`src/rtl/output_mux_if.sv`:
```
// Bundle between the project slots, the shared pad bus and whoever drives the select.
// The master side drives the select and project buses. The slave side is the mux.
interface output_mux_if #(
    parameter int SEL_BITS    = 2,
    parameter int OUTPUT_BITS = 8
);
    logic [SEL_BITS-1:0]      sel;
    logic [4*OUTPUT_BITS-1:0] proj_out;
    logic [4*OUTPUT_BITS-1:0] proj_oe;
    logic [OUTPUT_BITS-1:0]   out;
    logic [OUTPUT_BITS-1:0]   oe;
    logic [SEL_BITS-1:0]      active_sel;
    logic                     busy;
    logic                     switched;

    modport master (
        output sel, proj_out, proj_oe,
        input  out, oe, active_sel, busy, switched
    );

    modport slave (
        input  sel, proj_out, proj_oe,
        output out, oe, active_sel, busy, switched
    );
endinterface

```
`src/rtl/output_mux.sv`:
```
// Return-path project mux: drives the shared pad bus from one of four project
// slots. Switching is break-before-make. The bus is blanked for GUARD_CYCLES
// cycles before the new slot is connected. A select that changes during the
// blanking restarts the guard interval.
module output_mux #(
    parameter int SEL_BITS     = 2,
    parameter int OUTPUT_BITS  = 8,
    parameter int GUARD_CYCLES = 4   // 1..255
) (
    input  logic        clk,
    input  logic        rst_n,
    output_mux_if.slave bus
);
    typedef enum logic {GUARD = 1'b0, ACTIVE = 1'b1} state_t;

    localparam logic [7:0] GUARD_LD = 8'(GUARD_CYCLES);

    state_t                          state, state_d;
    logic [7:0]                      cnt, cnt_d;
    logic [SEL_BITS-1:0]             sel_q, tgt, tgt_d, act_q, act_d;
    logic [OUTPUT_BITS-1:0]          out_q, oe_q, out_d, oe_d;
    logic                            busy_q, sw_q, sw_d;

    // The packed view matches the flat packing: slot n = bits [(n+1)*W-1 : n*W]
    logic [3:0][OUTPUT_BITS-1:0]     slot_out, slot_oe;
    logic [SEL_BITS-1:0]             src;
    logic [31:0]                     src_ext;
    logic [OUTPUT_BITS-1:0]          src_out, src_oe;

    assign slot_out = bus.proj_out;
    assign slot_oe  = bus.proj_oe;

    // The data source is the connected slot while ACTIVE. It is the pending target while GUARD,
    // so the ACTIVE entry edge already carries the new project's data.
    assign src     = (state == ACTIVE) ? act_q : tgt;
    assign src_ext = {{(32-SEL_BITS){1'b0}}, src};

    // Codes >= 4 select no project: zero bus
    always_comb begin
        src_out = '0;
        src_oe  = '0;
        if (src_ext < 32'd4) begin
            src_out = slot_out[src_ext[1:0]];
            src_oe  = slot_oe[src_ext[1:0]];
        end
    end

    // Next-state and registered-output logic. The bus defaults to blanked.
    always_comb begin
        state_d = state;
        cnt_d   = cnt;
        tgt_d   = tgt;
        act_d   = act_q;
        out_d   = '0;
        oe_d    = '0;
        sw_d    = 1'b0;
        case (state)
            ACTIVE: begin
                if (sel_q != act_q) begin
                    state_d = GUARD;
                    tgt_d   = sel_q;
                    cnt_d   = GUARD_LD;
                end else begin
                    out_d = src_out;
                    oe_d  = src_oe;
                end
            end
            GUARD: begin
                if (sel_q != tgt) begin
                    // The select moved during the guard: the full interval starts again.
                    tgt_d = sel_q;
                    cnt_d = GUARD_LD;
                end else if (cnt == 8'd1) begin
                    state_d = ACTIVE;
                    act_d   = tgt;
                    sw_d    = 1'b1;
                    out_d   = src_out;
                    oe_d    = src_oe;
                end else begin
                    cnt_d = cnt - 8'd1;
                end
            end
            default: state_d = GUARD;
        endcase
    end

    // State, select latch and output registers. Reset has priority over every transition.
    always_ff @(posedge clk) begin
        if (!rst_n) begin
            state  <= GUARD;
            cnt    <= GUARD_LD;
            sel_q  <= '0;
            tgt    <= '0;
            act_q  <= '0;
            out_q  <= '0;
            oe_q   <= '0;
            busy_q <= 1'b1;
            sw_q   <= 1'b0;
        end else begin
            state  <= state_d;
            cnt    <= cnt_d;
            sel_q  <= bus.sel;
            tgt    <= tgt_d;
            act_q  <= act_d;
            out_q  <= out_d;
            oe_q   <= oe_d;
            busy_q <= (state_d == GUARD);
            sw_q   <= sw_d;
        end
    end

    assign bus.out        = out_q;
    assign bus.oe         = oe_q;
    assign bus.active_sel = act_q;
    assign bus.busy       = busy_q;
    assign bus.switched   = sw_q;
endmodule

```
`src/flat_wrapper.sv`:
```
// flat-port wrapper written by rule: the top's interface ports become plain ports
module output_mux_flat 
#(
    parameter int SEL_BITS     = 2,
    parameter int OUTPUT_BITS  = 8,
    parameter int GUARD_CYCLES = 4            
)
  (clk, rst_n, bus_sel, bus_proj_out, bus_proj_oe, bus_out, bus_oe, bus_active_sel, bus_busy, bus_switched);
  output_mux_if #(.SEL_BITS(SEL_BITS), .OUTPUT_BITS(OUTPUT_BITS)) bus_i ();
  input  logic clk;
  input  logic rst_n;
  input wire logic [$bits(bus_i.sel)-1:0] bus_sel;
  input wire logic [$bits(bus_i.proj_out)-1:0] bus_proj_out;
  input wire logic [$bits(bus_i.proj_oe)-1:0] bus_proj_oe;
  output wire logic [$bits(bus_i.out)-1:0] bus_out;
  output wire logic [$bits(bus_i.oe)-1:0] bus_oe;
  output wire logic [$bits(bus_i.active_sel)-1:0] bus_active_sel;
  output wire logic [$bits(bus_i.busy)-1:0] bus_busy;
  output wire logic [$bits(bus_i.switched)-1:0] bus_switched;
  assign bus_i.sel = bus_sel;
  assign bus_i.proj_out = bus_proj_out;
  assign bus_i.proj_oe = bus_proj_oe;
  assign bus_out = bus_i.out;
  assign bus_oe = bus_i.oe;
  assign bus_active_sel = bus_i.active_sel;
  assign bus_busy = bus_i.busy;
  assign bus_switched = bus_i.switched;
  output_mux #(.SEL_BITS(SEL_BITS), .OUTPUT_BITS(OUTPUT_BITS), .GUARD_CYCLES(GUARD_CYCLES)) u_core (.clk(clk), .rst_n(rst_n), .bus(bus_i));
endmodule
```
`config.mk`:
```
export PLATFORM = sky130hd
export DESIGN_NAME = output_mux_flat
export DESIGN_NICKNAME = d
export VERILOG_FILES = /design/src/rtl/output_mux_if.sv /design/src/rtl/output_mux.sv /design/src/flat_wrapper.sv
export SDC_FILE = /design/constraint.sdc
export NUM_CORES = 1
export LEC_CHECK = 0
export CAP_MARGIN = 20
export CORE_AREA = 4 4 74 76
export DETAILED_ROUTE_END_ITERATION = 12
export DIE_AREA = 0 0 78 80
export PLACE_DENSITY = 0.69
export SETUP_SLACK_MARGIN = 0.1
export SLEW_MARGIN = 20
export SYNTH_ARGS = -nofsm -noshare
export SYNTH_HDL_FRONTEND = slang
export SYNTH_SLANG_ARGS = --single-unit
```
`constraint.sdc`:
```
create_clock -name clk -period 5.4 [get_ports clk]
set_input_delay 1.35 -clock clk [delete_from_list [all_inputs] [get_ports clk]]
set_output_delay 1.35 -clock clk [all_outputs]
set_load 0.1 [all_outputs]
```
### Word level (Yosys, flattened, before mapping)

Cells that the tools add are included.

| operators by class | value |
|---|---|
| reduce and logical (&&, ||, !) cells | 4 |
| muxes and demuxes | 26 |
| eq/ne operators | 6 |
| magnitude comparators | 2 |
| bitwise logic cells | 4 |
| add/sub/neg operators | 1 |

Operators by type and width:

| kind | number |
|---|---|
| two-way mux 8 bit | 13 |
| case mux 8 bit (2 select lines) | 3 |
| binary-select mux 8 bit (select 2 bit) | 2 |
| == test 8 x 1 -> 1 bit (second input constant) | 1 |
| subtractor 8 x 1 -> 8 bit (second input constant) | 1 |
| < comparator 2 x 3 -> 1 bit (second input constant) | 2 |
| two-way mux 2 bit | 3 |
| inequality test 2 bit | 2 |
| NOT 1 bit | 4 |
| case mux 2 bit (2 select lines) | 1 |
| AND reduction 2 bit | 2 |
| two-way mux 1 bit | 3 |
| inequality test 3 x 2 -> 1 bit (second input constant) | 1 |
| AND reduction 3 bit | 1 |
| inequality test 2 x 1 -> 1 bit (second input constant) | 1 |
| inequality test 2 bit (second input constant) | 1 |
| case mux 1 bit (2 select lines) | 1 |
| OR reduction 2 bit | 1 |

| word-level totals | value |
|---|---|
| input port bits | 68 |
| bits in registers | 33 |
| output and inout bits | 20 |

### Longest topological paths before layout

Gate-level depths: netlist (run 1).

| logic depth | value |
|---|---|
| depth after elaboration | 7 |
| depth in mapped cells | 7 |

### Worst setup path before layout (run 1)

No wires, ideal clock.

| timing path | value |
|---|---|
| path kind | flip-flop to output port |
| start point | reg u_core.act_q[0], in the netlist u_core.bus.active_sel[0] |
| end point | out bus_active_sel[0] |
| data arrival time | 0.982 ns |
| slack | 3.068 ns |
| stages on the path, launching flop included | 1 |
| path through | dfxtp_1 |

RTL lines:

| element | line | RTL |
|---|---|---|
| start: declaration | output_mux.sv:20 | `logic [SEL_BITS-1:0] sel_q, tgt, tgt_d, act_q, act_d;` |
| start signal: assignment | output_mux.sv:104 | `act_q <= act_d;` |
| end: declaration | flat_wrapper.sv:17 | `output wire logic [$bits(bus_i.active_sel)-1:0] bus_active_sel;` |

No word-level cell between the ends.

### Worst setup path in the final report (run 1)

| timing path | value |
|---|---|
| start point | reg u_core.act_q[1], in the netlist u_core.bus.active_sel[1] |
| end point | out bus_active_sel[1] |

No word-level cell between the ends.

==> run summary, run 1 <==
• 22.1% — fraction of power spent switching nets
• 2680 um2 — final design instance area without fill
• 64.0% — area delta synth->final
• 3490 um — Detail Placement HPWL
• 3210 ps — Tmin final
• 25 — num rows
• 405 — fill cell total of the finished layout
• 34.6% — Initial Utilization
• 0 — Fin. Hold Viols
• 33 — post-synthesis sequential element count
• 0 — count of flip-flops with a built-in enable after synthesis
• 0.312 GHz — maximum clock frequency
• 0.000484 W — internal power
• 2560 um2 — placed cell areas
• 0% — async set or reset register ratio after synthesis
• 1 — Buf+Inv Stages, Crit Path
• 88 — Top Ports
• built — CTS tree
• 22 — maximum number of pins on one net before global-route repair
• 59.4% — final clock period utilization by the worst path
• 0 — post-CTS resize count
• 33 — Clock Sink Count
• 1170 ps — biggest cell delay along the critical path
• primary output — Critical Path End Type
• 0 — Antenna Violating Nets Remaining
• sky130_fd_sc_hd__dfxtp_1 — Top FF cell, synth
• 1516 — via count of the first global-routing pass
• buffers and inverters — dominant delay contributor by cell family on the critical path
• 0 — antenna violations before repair
• 0 — gr ovfl total
• 12.1 um2 — Synth Area per Inst
• 907 um2 — area taken by multi-input logic gates
• 41.6% — proportion of power drawn by flip-flops and latches
• 3 — Pre-antenna DRT Iters
• 205 — synthesized netlist net count
• 0 — number of hold buffers added after cts
• 4340 um — Post-Route WL
• 2 — clock tree buffer depth
• 4050 ps — data required time at the worst endpoint
• 294 — Final nets
• 5 — number of buffers created by CTS
• 87 — Port Buffers
• 6240 um2 — Die Footprint
• 1398 — vias post-DR
• completed — status
• 19.8% — power share of the combinational group
• 2490 ps — DP Worst Slack
• 135 — Cells after Synth
• 70 ps — clock input transition at the sequential cells of the worst setup and hold paths
• 1040 ps — transition time at the pin with the least slew margin
• 14.9 um — Routed wire per std cell
• no — RSZ-0062 raised after global routing
• 0 — Antenna Diode Count
• 232 nW/um2 — power density relative to cell area
• 40.4% — share of the yosys chip area belonging to registers
• 78 um — Die Width
• 661 um2 — Reg area
• 3.81 ps — Fin Clk Skew
• 0 — final-report setup violation count
• 0.0853 mV — worst vdd ir
• 0.000137 W — reported net switching power
• flip-flop — type of element launching the critical path
• 80 um — die height
• 2 — CTS H-tree depth
• 79 — First DRT Iteration DRCs
• 1630 um2 — combined area of all synthesized cells
• 0 — Post-CTS Setup Repair Bufs
• 0 ps — setup TNS after final layout
• 0.959 nW — static power due to leakage
• 0.000621 W — Total Power Consumption
• 4.79 — Via density
• 1860 ps — CP Data Arrival Time
• clkdlybuf4s50_1 — ordered list of cells on the worst path
• 0.719 — final weighted congestion in routability-driven placement
• 14.7% — Global Route Usage Sum
• 2190 ps — crit path setup slack, layout
• 38.6% — proportion of power drawn by the clock network
• 0 — Maximum Capacitance Violations
• 4 — Critical Path Fanout Max
• 0 — final slew viol count
• reg2out — critical path class
• 6990 um — global-route wire length before repair
• 0 — post-route DRC violation count
• 280 ps — clock latency of the later-clocked register in the worst-skew pair
• reg2reg — path class of the lowest-slack min-delay path
• sky130_fd_sc_hd__clkdlybuf4s50_1 — library cell contributing the largest single delay on the critical path
• 16.4% — proportion of layout cells with a drive suffix above 1
• 4720 um2 — placeable core area
• 37 — number of different library cells in the post-synthesis netlist
• 30.5% — remaining max-slew budget at the tightest pin
• sky130_fd_sc_hd__clkbuf_8 — buffer cell driving the clock tree root
• 0 — Synth Warn #
-- per-layer routing --
| metal | global-route usage (%) | wire (um) | up-vias |
|---|---|---|---|
| met5 | 0 | 0 | - |
| met4 | 4.72 | 55 | 0 |
| met3 | 8.80 | 620 | 5 |
| met2 | 23.2 | 1930 | 66 |
| met1 | 16.7 | 1730 | 642 |
| li1 | - | - | 685 |
-- flip-flops by register name, indices dropped and copies added (netlist names) --
name	flops
u_core.bus.switched	1
u_core.sel_q	2
u_core.bus.active_sel	2
u_core.bus.busy	1
u_core.bus.oe	8
u_core.state	1
u_core.cnt	8
u_core.bus.out	8
u_core.tgt	2
-- power groups by stage --
stage,logic (W),registers [W],clock network [W]
after detailed placement,0.000124,0.000264,0
final,0.000123,0.000258,0.000239
after floorplan,0.0000574,0.000271,0
after global placement,0.000123,0.000264,0
after CTS,0.000124,0.000258,0.000246
after global routing,0.000133,0.000260,0.000257
-- metrics by stage --
step / hold WS [ps] / utilization [%] / instances
after floorplan: 460 / - / 135
after global placement: 477 / 54.3 / 284
after CTS: 500 / 56.7 / 292
final: 498 / 56.7 / 292
after global routing: 524 / 56.7 / 292
after detailed placement: 485 / 54.3 / 284
-- synthesized netlist by cell type, drive strengths merged (2+ instances only) --
library cell   n  area (um2)
mux4          16         360
o21ai          4        20.0
xor2           2        17.5
or4            4        36.3
dfxtp         33         661
o31a           2        18.8
and2           3        18.8
buf            7        47.5
nor4           5        37.5
mux2i          7        73.8
ha             2        25.0
inv            5        18.8
xnor2          2        17.5
or4b           2        23.8
nor2b         20         125
o31ai          3        22.5
or3            5        35.0
a21oi          3        15.0
-- cell type report --
| class | count | area share (%) |
|---|---|---|
| multi-input cells | 89 | 33.8 |
| repair buffers | 90 | 33.3 |
| flip-flops and latches | 33 | 24.6 |
| clock buffers | 7 | 3.22 |
| well taps | 67 | 3.13 |
| clock inverters | 1 | 1.12 |
| inverters | 5 | 0.700 |
-- kinds of logic after synthesis --
| group | share of synthesized area, % |
|---|---|
| buffers and inverters | 4.29 |
| AND/OR/NAND/NOR | 18.5 |
| multiplexers | 26.6 |
| adder cells (fa/ha/maj) | 1.53 |
| AO/OA/AOI/OAI | 6.51 |
| flip-flops | 40.4 |
| XOR/XNOR | 2.14 |
-- final timing paths --
check                                             endpoint                             startpoint  cells past startpoint  slack, ps
worst min register to register  u_core.cnt[5]$_SDFFE_PN0N_             u_core.cnt[5]$_SDFFE_PN0N_                      2        500
worst max register to register  u_core.cnt[1]$_SDFFE_PN0N_             u_core.cnt[1]$_SDFFE_PN0N_                      7       2950
worst max-delay path                     bus_active_sel[1]  u_core.bus.active_sel[1]$_SDFFE_PN0P_                      1       2190
worst min-delay path            u_core.cnt[5]$_SDFFE_PN0N_             u_core.cnt[5]$_SDFFE_PN0N_                      2        500
-- cell usage in the layout, fill, tap and decap left out, drive strengths merged --
cell           synthesis  routed
and2                   3       3
clkbuf                 1       7
or3                    5       5
bufinv                 0       1
o31a                   2       2
clkdlybuf4s50          0      87
o31ai                  3       3
dfxtp                 33      33
or2                    1       1
buf                    7       3
o21ai                  4       4
xnor2                  2       2
a21boi                 1       1
nor2b                 20      20
inv                    5       5
o2111ai                1       1
nand3                  1       1
and3                   1       1
xor2                   2       2
ha                     2       2
mux2i                  7       7
a21oi                  3       3
or4                    4       4
o21a                   1       1
nand2                  1       1
nor3                   1       1
or4b                   2       2
mux4                  16      16
nor4                   5       5
o22ai                  1       1
Note: power is estimated with default switching activity, not from simulation.
==> inputs of run 2 (changes only) <==
==> constraint.sdc (replaced) <==
create_clock -name clk -period 3.23 [get_ports clk]
set_input_delay 0.8075 -clock clk [delete_from_list [all_inputs] [get_ports clk]]
set_output_delay 0.8075 -clock clk [all_outputs]
set_load 0.1 [all_outputs]
==> run 2 against run 1 <==
Effect of this change:
- flip-flop and latch count did not move
- first-iteration DRC count grew 2.5%
- cell area is 1.6% lower
- die area stayed put
- combinational power up 67%
- register-to-register slack worse by 1800 ps
- critical endpoint is now u_core.cnt[2]$_SDFFE_PN1N_
- highest routed layer unchanged
==> run summary, run 2 (synthesis results as in run 1) <==
• 65.4% — final clock period utilization by the worst path
• 0 — post-route DRC violation count, unchanged
• 81 — First DRT Iteration DRCs, was 79
• 0.473 GHz — maximum clock frequency
• 2 — CTS H-tree depth, unchanged
• inv_1 -> ha_1 -> or4b_1 -> nor4_2 -> buf_4 -> nor4_1 -> or3_1 — ordered list of cells on the worst path, was clkdlybuf4s50_1
• 392 nW/um2 — power density relative to cell area, was 232 nW/um2
• 38.4% — proportion of power drawn by the clock network, was 38.6%
• 2280 ps — CP Data Arrival Time, was 1860 ps
• 4.74 — Via density, was 4.79
• 0 ps — setup TNS after final layout, unchanged
• 25 — num rows, unchanged
• sky130_fd_sc_hd__clkdlybuf4s50_1 — most common cell after layout, fill and taps aside, unchanged
• 0 — post-CTS resize count, unchanged
• 9 — Critical Path Fanout Max, was 4
• 1389 — vias post-DR, was 1398
• 1.00 nW — static power due to leakage, was 0.959 nW
• 34.6% — Initial Utilization, unchanged
• 5 — number of buffers created by CTS, unchanged
• 3520 um — Detail Placement HPWL, was 3490 um
• 280 ps — clock latency of the later-clocked register in the worst-skew pair, about the same
• 295 — Final nets, was 294
• flip-flop — Critical Path End Type, was primary output
• 0.000226 W — reported net switching power, was 0.000137 W
• 0 — Antenna Diode Count, unchanged
• 88 — Top Ports, unchanged
• 25.7% — proportion of layout cells with a drive suffix above 1, was 16.4%
• 418 — fill cell total of the finished layout, was 405
• 67 x sky130_fd_sc_hd__clkdlybuf4s50_1, 33 x sky130_fd_sc_hd__dfxtp_1, 24 x sky130_fd_sc_hd__buf_4 — most frequent cells in the layout, was 87 x sky130_fd_sc_hd__clkdlybuf4s50_1, 33 x sky130_fd_sc_hd__dfxtp_1, 20 x sky130_fd_sc_hd__nor2b_1
• 61.4% — area delta synth->final, was 64.0%
• 0 — gr ovfl total, unchanged
• 0 — Post-CTS Setup Repair Bufs, unchanged
• 4 — Pre-antenna DRT Iters, was 3
• 478 ps — transition time at the pin with the least slew margin, was 1040 ps
• 70 ps — clock input transition at the sequential cells of the worst setup and hold paths, about the same
• built — CTS tree, unchanged
• 491 ps — Final Hold Slack, was 498 ps
• sky130_fd_sc_hd__or4b_1 — library cell contributing the largest single delay on the critical path, was sky130_fd_sc_hd__clkdlybuf4s50_1
• 22 — maximum number of pins on one net before global-route repair, unchanged
• 0 — antenna violations before repair, unchanged
• reg2reg — path class of the lowest-slack min-delay path, unchanged
• no — RSZ-0062 raised after global routing, unchanged
• 4250 um — Post-Route WL, was 4340 um
• simple AND/OR/NAND/NOR gates — dominant delay contributor by cell family on the critical path, was buffers and inverters
• 14.3% — Global Route Usage Sum, was 14.7%
• 78 um — Die Width, unchanged
• 0 — final-report setup violation count, unchanged
• 6240 um2 — Die Footprint, unchanged
• 0 — final slew viol count, unchanged
• completed — status, unchanged
• flip-flop — type of element launching the critical path, unchanged
• 450 ps — biggest cell delay along the critical path, was 1170 ps
• 2 — clock tree buffer depth, unchanged
• 0 — number of hold buffers added after cts, unchanged
• 0.742 — final weighted congestion in routability-driven placement, was 0.719
• 41.8% — proportion of power drawn by flip-flops and latches, was 41.6%
• 3400 ps — data required time at the worst endpoint, was 4050 ps
• sky130_fd_sc_hd__clkbuf_8 — buffer cell driving the clock tree root, unchanged
• 87 — Port Buffers, unchanged
• 0 — Maximum Capacitance Violations, unchanged
• 21.9% — fraction of power spent switching nets, was 22.1%
• 68.1% — remaining max-slew budget at the tightest pin, was 30.5%
• 19.8% — power share of the combinational group, about the same
• 4720 um2 — placeable core area, unchanged
• 1468 — via count of the first global-routing pass, was 1516
• 2 — Buf+Inv Stages, Crit Path, was 1
• 0.125 mV — worst vdd ir, was 0.0853 mV
• 5.01 ps — Fin Clk Skew, was 3.81 ps
• 6680 um — global-route wire length before repair, was 6990 um
• 0 — Fin. Hold Viols, unchanged
• 14.5 um — Routed wire per std cell, was 14.9 um
• 33 — Clock Sink Count, unchanged
• 0.000808 W — internal power, was 0.000484 W
• 0 — Antenna Violating Nets Remaining, unchanged
• 2110 ps — Tmin final
• reg2reg — critical path class, was reg2out
• 80 um — die height, unchanged
==> run 2: final cells by class <==
type / count / area, um2 / area share [%]
well taps: 67 / 83.8 / 3.18
flip-flops and latches: 33 / 661 / 25.0
repair buffers: 91 / 851 / 32.3
inverters: 5 / 18.8 / 0.712
clock buffers: 7 / 86.3 / 3.27
clock inverters: 1 / 30.0 / 1.14
multi-input cells: 89 / 907 / 34.4
==> run 2: through the flow <==
step / utilization [%] / cell area (um2) / total power [W] / setup slack [ps] / cells
after floorplan: - / 1630 / 0.000549 / 945 / 135
after global placement: 53.4 / 2520 / 0.000647 / 960 / 285
after detailed placement: 53.4 / 2520 / 0.000649 / 934 / 285
after CTS: 55.8 / 2640 / 0.00105 / 1110 / 293
after global routing: 55.8 / 2640 / 0.00107 / 967 / 293
final: 55.8 / 2640 / 0.00103 / 1120 / 293
==> run 2: final timing paths <==
| path | start | end | slack, ps | depth (start not counted) |
|---|---|---|---|---|
| worst max-delay path | u_core.cnt[1]$_SDFFE_PN0N_ | u_core.cnt[2]$_SDFFE_PN1N_ | 1120 | 7 |
| worst min-delay path | u_core.cnt[5]$_SDFFE_PN0N_ | u_core.cnt[5]$_SDFFE_PN0N_ | 490 | 2 |
| worst max register to register | u_core.cnt[1]$_SDFFE_PN0N_ | u_core.cnt[2]$_SDFFE_PN1N_ | 1120 | 7 |
| worst min register to register | u_core.cnt[5]$_SDFFE_PN0N_ | u_core.cnt[5]$_SDFFE_PN0N_ | 490 | 2 |
==> run 2: layer usage <==
layer  global-route usage [%]  share of wire, %
met1                     15.0                38
met2                     22.9                46
met3                     8.24                14
met4                     6.82               1.5
met5                        0                 0
==> run 2: power groups by stage <==
| stage | sequential, W | combinational (W) | clock, W |
|---|---|---|---|
| after floorplan | 0.000453 | 0.0000960 | 0 |
| after global placement | 0.000441 | 0.000206 | 0 |
| after detailed placement | 0.000441 | 0.000208 | 0 |
| after CTS | 0.000432 | 0.000208 | 0.000409 |
| after global routing | 0.000434 | 0.000222 | 0.000419 |
| final | 0.000432 | 0.000205 | 0.000397 |
==> run 2: worst min-delay path: cells and delay by family, from the launching register on <==
kind / cells / cell delay (ps)
flops: 1 / 330
buf+inv: 1 / 60
compound gates: 1 / 60
==> inputs of run 3 (changes only) <==
==> constraint.sdc (replaced) <==
create_clock -name clk -period 2.05 [get_ports clk]
set_input_delay 0.5125 -clock clk [delete_from_list [all_inputs] [get_ports clk]]
set_output_delay 0.5125 -clock clk [all_outputs]
set_load 0.1 [all_outputs]
==> run 3 against run 2 <==
Effect of this change:
- utilization rose by 2.8 points
- critical path depth shrank 1
- clock power increased by 14%
- critical path type unchanged
==> run summary, run 3 (synthesis results as in run 1) <==
• 67 x sky130_fd_sc_hd__clkdlybuf4s50_1, 30 x sky130_fd_sc_hd__buf_4, 28 x sky130_fd_sc_hd__dfxtp_1 — most frequent cells in the layout, was 67 x sky130_fd_sc_hd__clkdlybuf4s50_1, 33 x sky130_fd_sc_hd__dfxtp_1, 24 x sky130_fd_sc_hd__buf_4
• 90.8% — final clock period utilization by the worst path, was 65.4%
• 60 ps — clock input transition at the sequential cells of the worst setup and hold paths, was 70 ps
• 188 ps — crit path setup slack, layout, was 1120 ps
• 4 — Pre-antenna DRT Iters, unchanged
• 0 — Antenna Diode Count, unchanged
• 2260 ps — data required time at the worst endpoint, was 3400 ps
• 58.6% — Final Core Density, was 55.8%
• 2080 ps — CP Data Arrival Time, was 2280 ps
• 0 — Maximum Capacitance Violations, unchanged
• flip-flop — type of element launching the critical path, unchanged
• 0.783 — final weighted congestion in routability-driven placement, was 0.742
• 0 ps — setup TNS after final layout, unchanged
• 5 — number of buffers created by CTS, unchanged
• 0 — number of hold buffers added after cts, unchanged
• 4550 um — Post-Route WL, was 4250 um
• 0 — antenna violations before repair, unchanged
• 280 ps — clock latency of the later-clocked register in the worst-skew pair, about the same
• 67.7% — remaining max-slew budget at the tightest pin, was 68.1%
• 6240 um2 — Die Footprint, unchanged
• 0 — Antenna Violating Nets Remaining, unchanged
• 6920 um — global-route wire length before repair, was 6680 um
• 4.75 — Via density, was 4.74
• 1470 — via count of the first global-routing pass, was 1468
• 0 — post-route DRC violation count, unchanged
• 302 — number of cells in the finished layout apart from fillers, was 293
• 0 — final slew viol count, unchanged
• 15.1 um — Routed wire per std cell, was 14.5 um
• no — RSZ-0062 raised after global routing, unchanged
• sky130_fd_sc_hd__clkdlybuf4s50_1 — most common cell after layout, fill and taps aside, unchanged
• 4720 um2 — placeable core area, unchanged
• flip-flop — Critical Path End Type, unchanged
• 51.3 ps — DP Worst Slack, was 934 ps
• 0.537 GHz — maximum clock frequency, was 0.473 GHz
• 88 — Top Ports, unchanged
• 80 um — die height, unchanged
• 87 — Port Buffers, unchanged
• 1860 ps — Tmin final, was 2110 ps
• 69.5% — area delta synth->final, was 61.4%
• sky130_fd_sc_hd__clkbuf_8 — buffer cell driving the clock tree root, unchanged
• 6 — Critical Path Fanout Max, was 9
• 4.51 ps — Fin Clk Skew, was 5.01 ps
• 0.189 mV — worst vdd ir, was 0.125 mV
• 190 ps — R2R setup slack, was 1120 ps
• 34.6% — Initial Utilization, unchanged
• 484 ps — transition time at the pin with the least slew margin, was 478 ps
• 0 — Fin. Hold Viols, unchanged
• 3820 um — Detail Placement HPWL, was 3520 um
• completed — status, unchanged
• 0 — final-report setup violation count, unchanged
• 0 — gr ovfl total, unchanged
• 404 — fill cell total of the finished layout, was 418
• 304 — Final nets, was 295
• 33 — Clock Sink Count, unchanged
• 14.8% — Global Route Usage Sum, was 14.3%
• 33.6% — proportion of layout cells with a drive suffix above 1, was 25.7%
• 539 nW/um2 — power density relative to cell area, was 392 nW/um2
• reg2reg — path class of the lowest-slack min-delay path, unchanged
• reg2reg — critical path class, unchanged
• 0.00149 W — Total Power Consumption, was 0.00103 W
• 41 — First DRT Iteration DRCs, was 81
• 78 um — Die Width, unchanged
• 25 — num rows, unchanged
• 2 — CTS H-tree depth, unchanged
• built — CTS tree, unchanged
• 1.05 nW — static power due to leakage, was 1.00 nW
• 291 — Inst Count DP, was 285
• 2 — clock tree buffer depth, unchanged
• 17 — maximum number of pins on one net before global-route repair, was 22
• 1435 — vias post-DR, was 1389
[run 3: cell types whose count changed in the layout (fill, tap and decap cells not counted), sizes merged]
| cell | change |
|---|---|
| bufinv | -1 |
| buf | +9 |
| clkbuf | -1 |
| clkinv | +2 |
[run 3: timing repair]
action,4_1_cts,5_1_grt
setup endpoints to repair,18,25
pin swaps,1,5
gates resized for setup,10,5
setup buffers,3,0
[run 3: power breakdown]
group          leakage, nW  internal (W)  switching [W]
logic                0.739      0.000238       0.000121
clock network       0.0450      0.000235       0.000216
registers            0.270      0.000661      0.0000234
total                 1.05       0.00113       0.000361
[run 3: metrics by stage]
stage | hold WS, ps | instance area, um2
2_1_floorplan | 460 | 1650
3_3_place_gp | 478 | 2610
3_5_place_dp | 477 | 2610
4_1_cts | 490 | 2750
5_1_grt | 533 | 2770
6_report | 489 | 2770
[run 3: worst max-delay path, stage by stage (launching register included)]
cell and delay, ps:
sky130_fd_sc_hd__dfxtp_4 370, sky130_fd_sc_hd__inv_1 90, sky130_fd_sc_hd__ha_1 160, sky130_fd_sc_hd__inv_1 70
sky130_fd_sc_hd__or3_2 410, sky130_fd_sc_hd__or4_2 560, sky130_fd_sc_hd__a21oi_2 150
[run 3: final timing paths]
check / start / cells past startpoint / end
worst max-delay path: u_core.cnt[0]$_SDFFE_PN0N_ / 6 / u_core.cnt[4]$_SDFFE_PN0N_
worst min-delay path: u_core.cnt[5]$_SDFFE_PN0N_ / 2 / u_core.cnt[5]$_SDFFE_PN0N_
worst max register to register: u_core.cnt[0]$_SDFFE_PN0N_ / 6 / u_core.cnt[4]$_SDFFE_PN0N_
worst min register to register: u_core.cnt[5]$_SDFFE_PN0N_ / 2 / u_core.cnt[5]$_SDFFE_PN0N_
[run 3: cell type report]
type	count	area, um2	share of cell area [%]
sequential	33	672	24.3
inverter	5	21.3	0.768
timing repair buffer	100	947	34.2
clock inverter	2	10.0	0.361
tap	67	83.8	3.03
multi-input combinational	89	963	34.8
clock buffer	6	72.6	2.62
[run 3: layer usage]
| layer | routed length (um) | global-route usage [%] | vias to the layer above | part of all wire [%] |
|---|---|---|---|---|
| li1 | - | - | 702 | - |
| met2 | 2150 | 24.3 | 68 | 47 |
| met3 | 644 | 10.2 | 6 | 14 |
| met4 | 49 | 4.20 | 0 | 1.1 |
| met1 | 1710 | 15.3 | 659 | 38 |
| met5 | 0 | 0 | - | 0 |
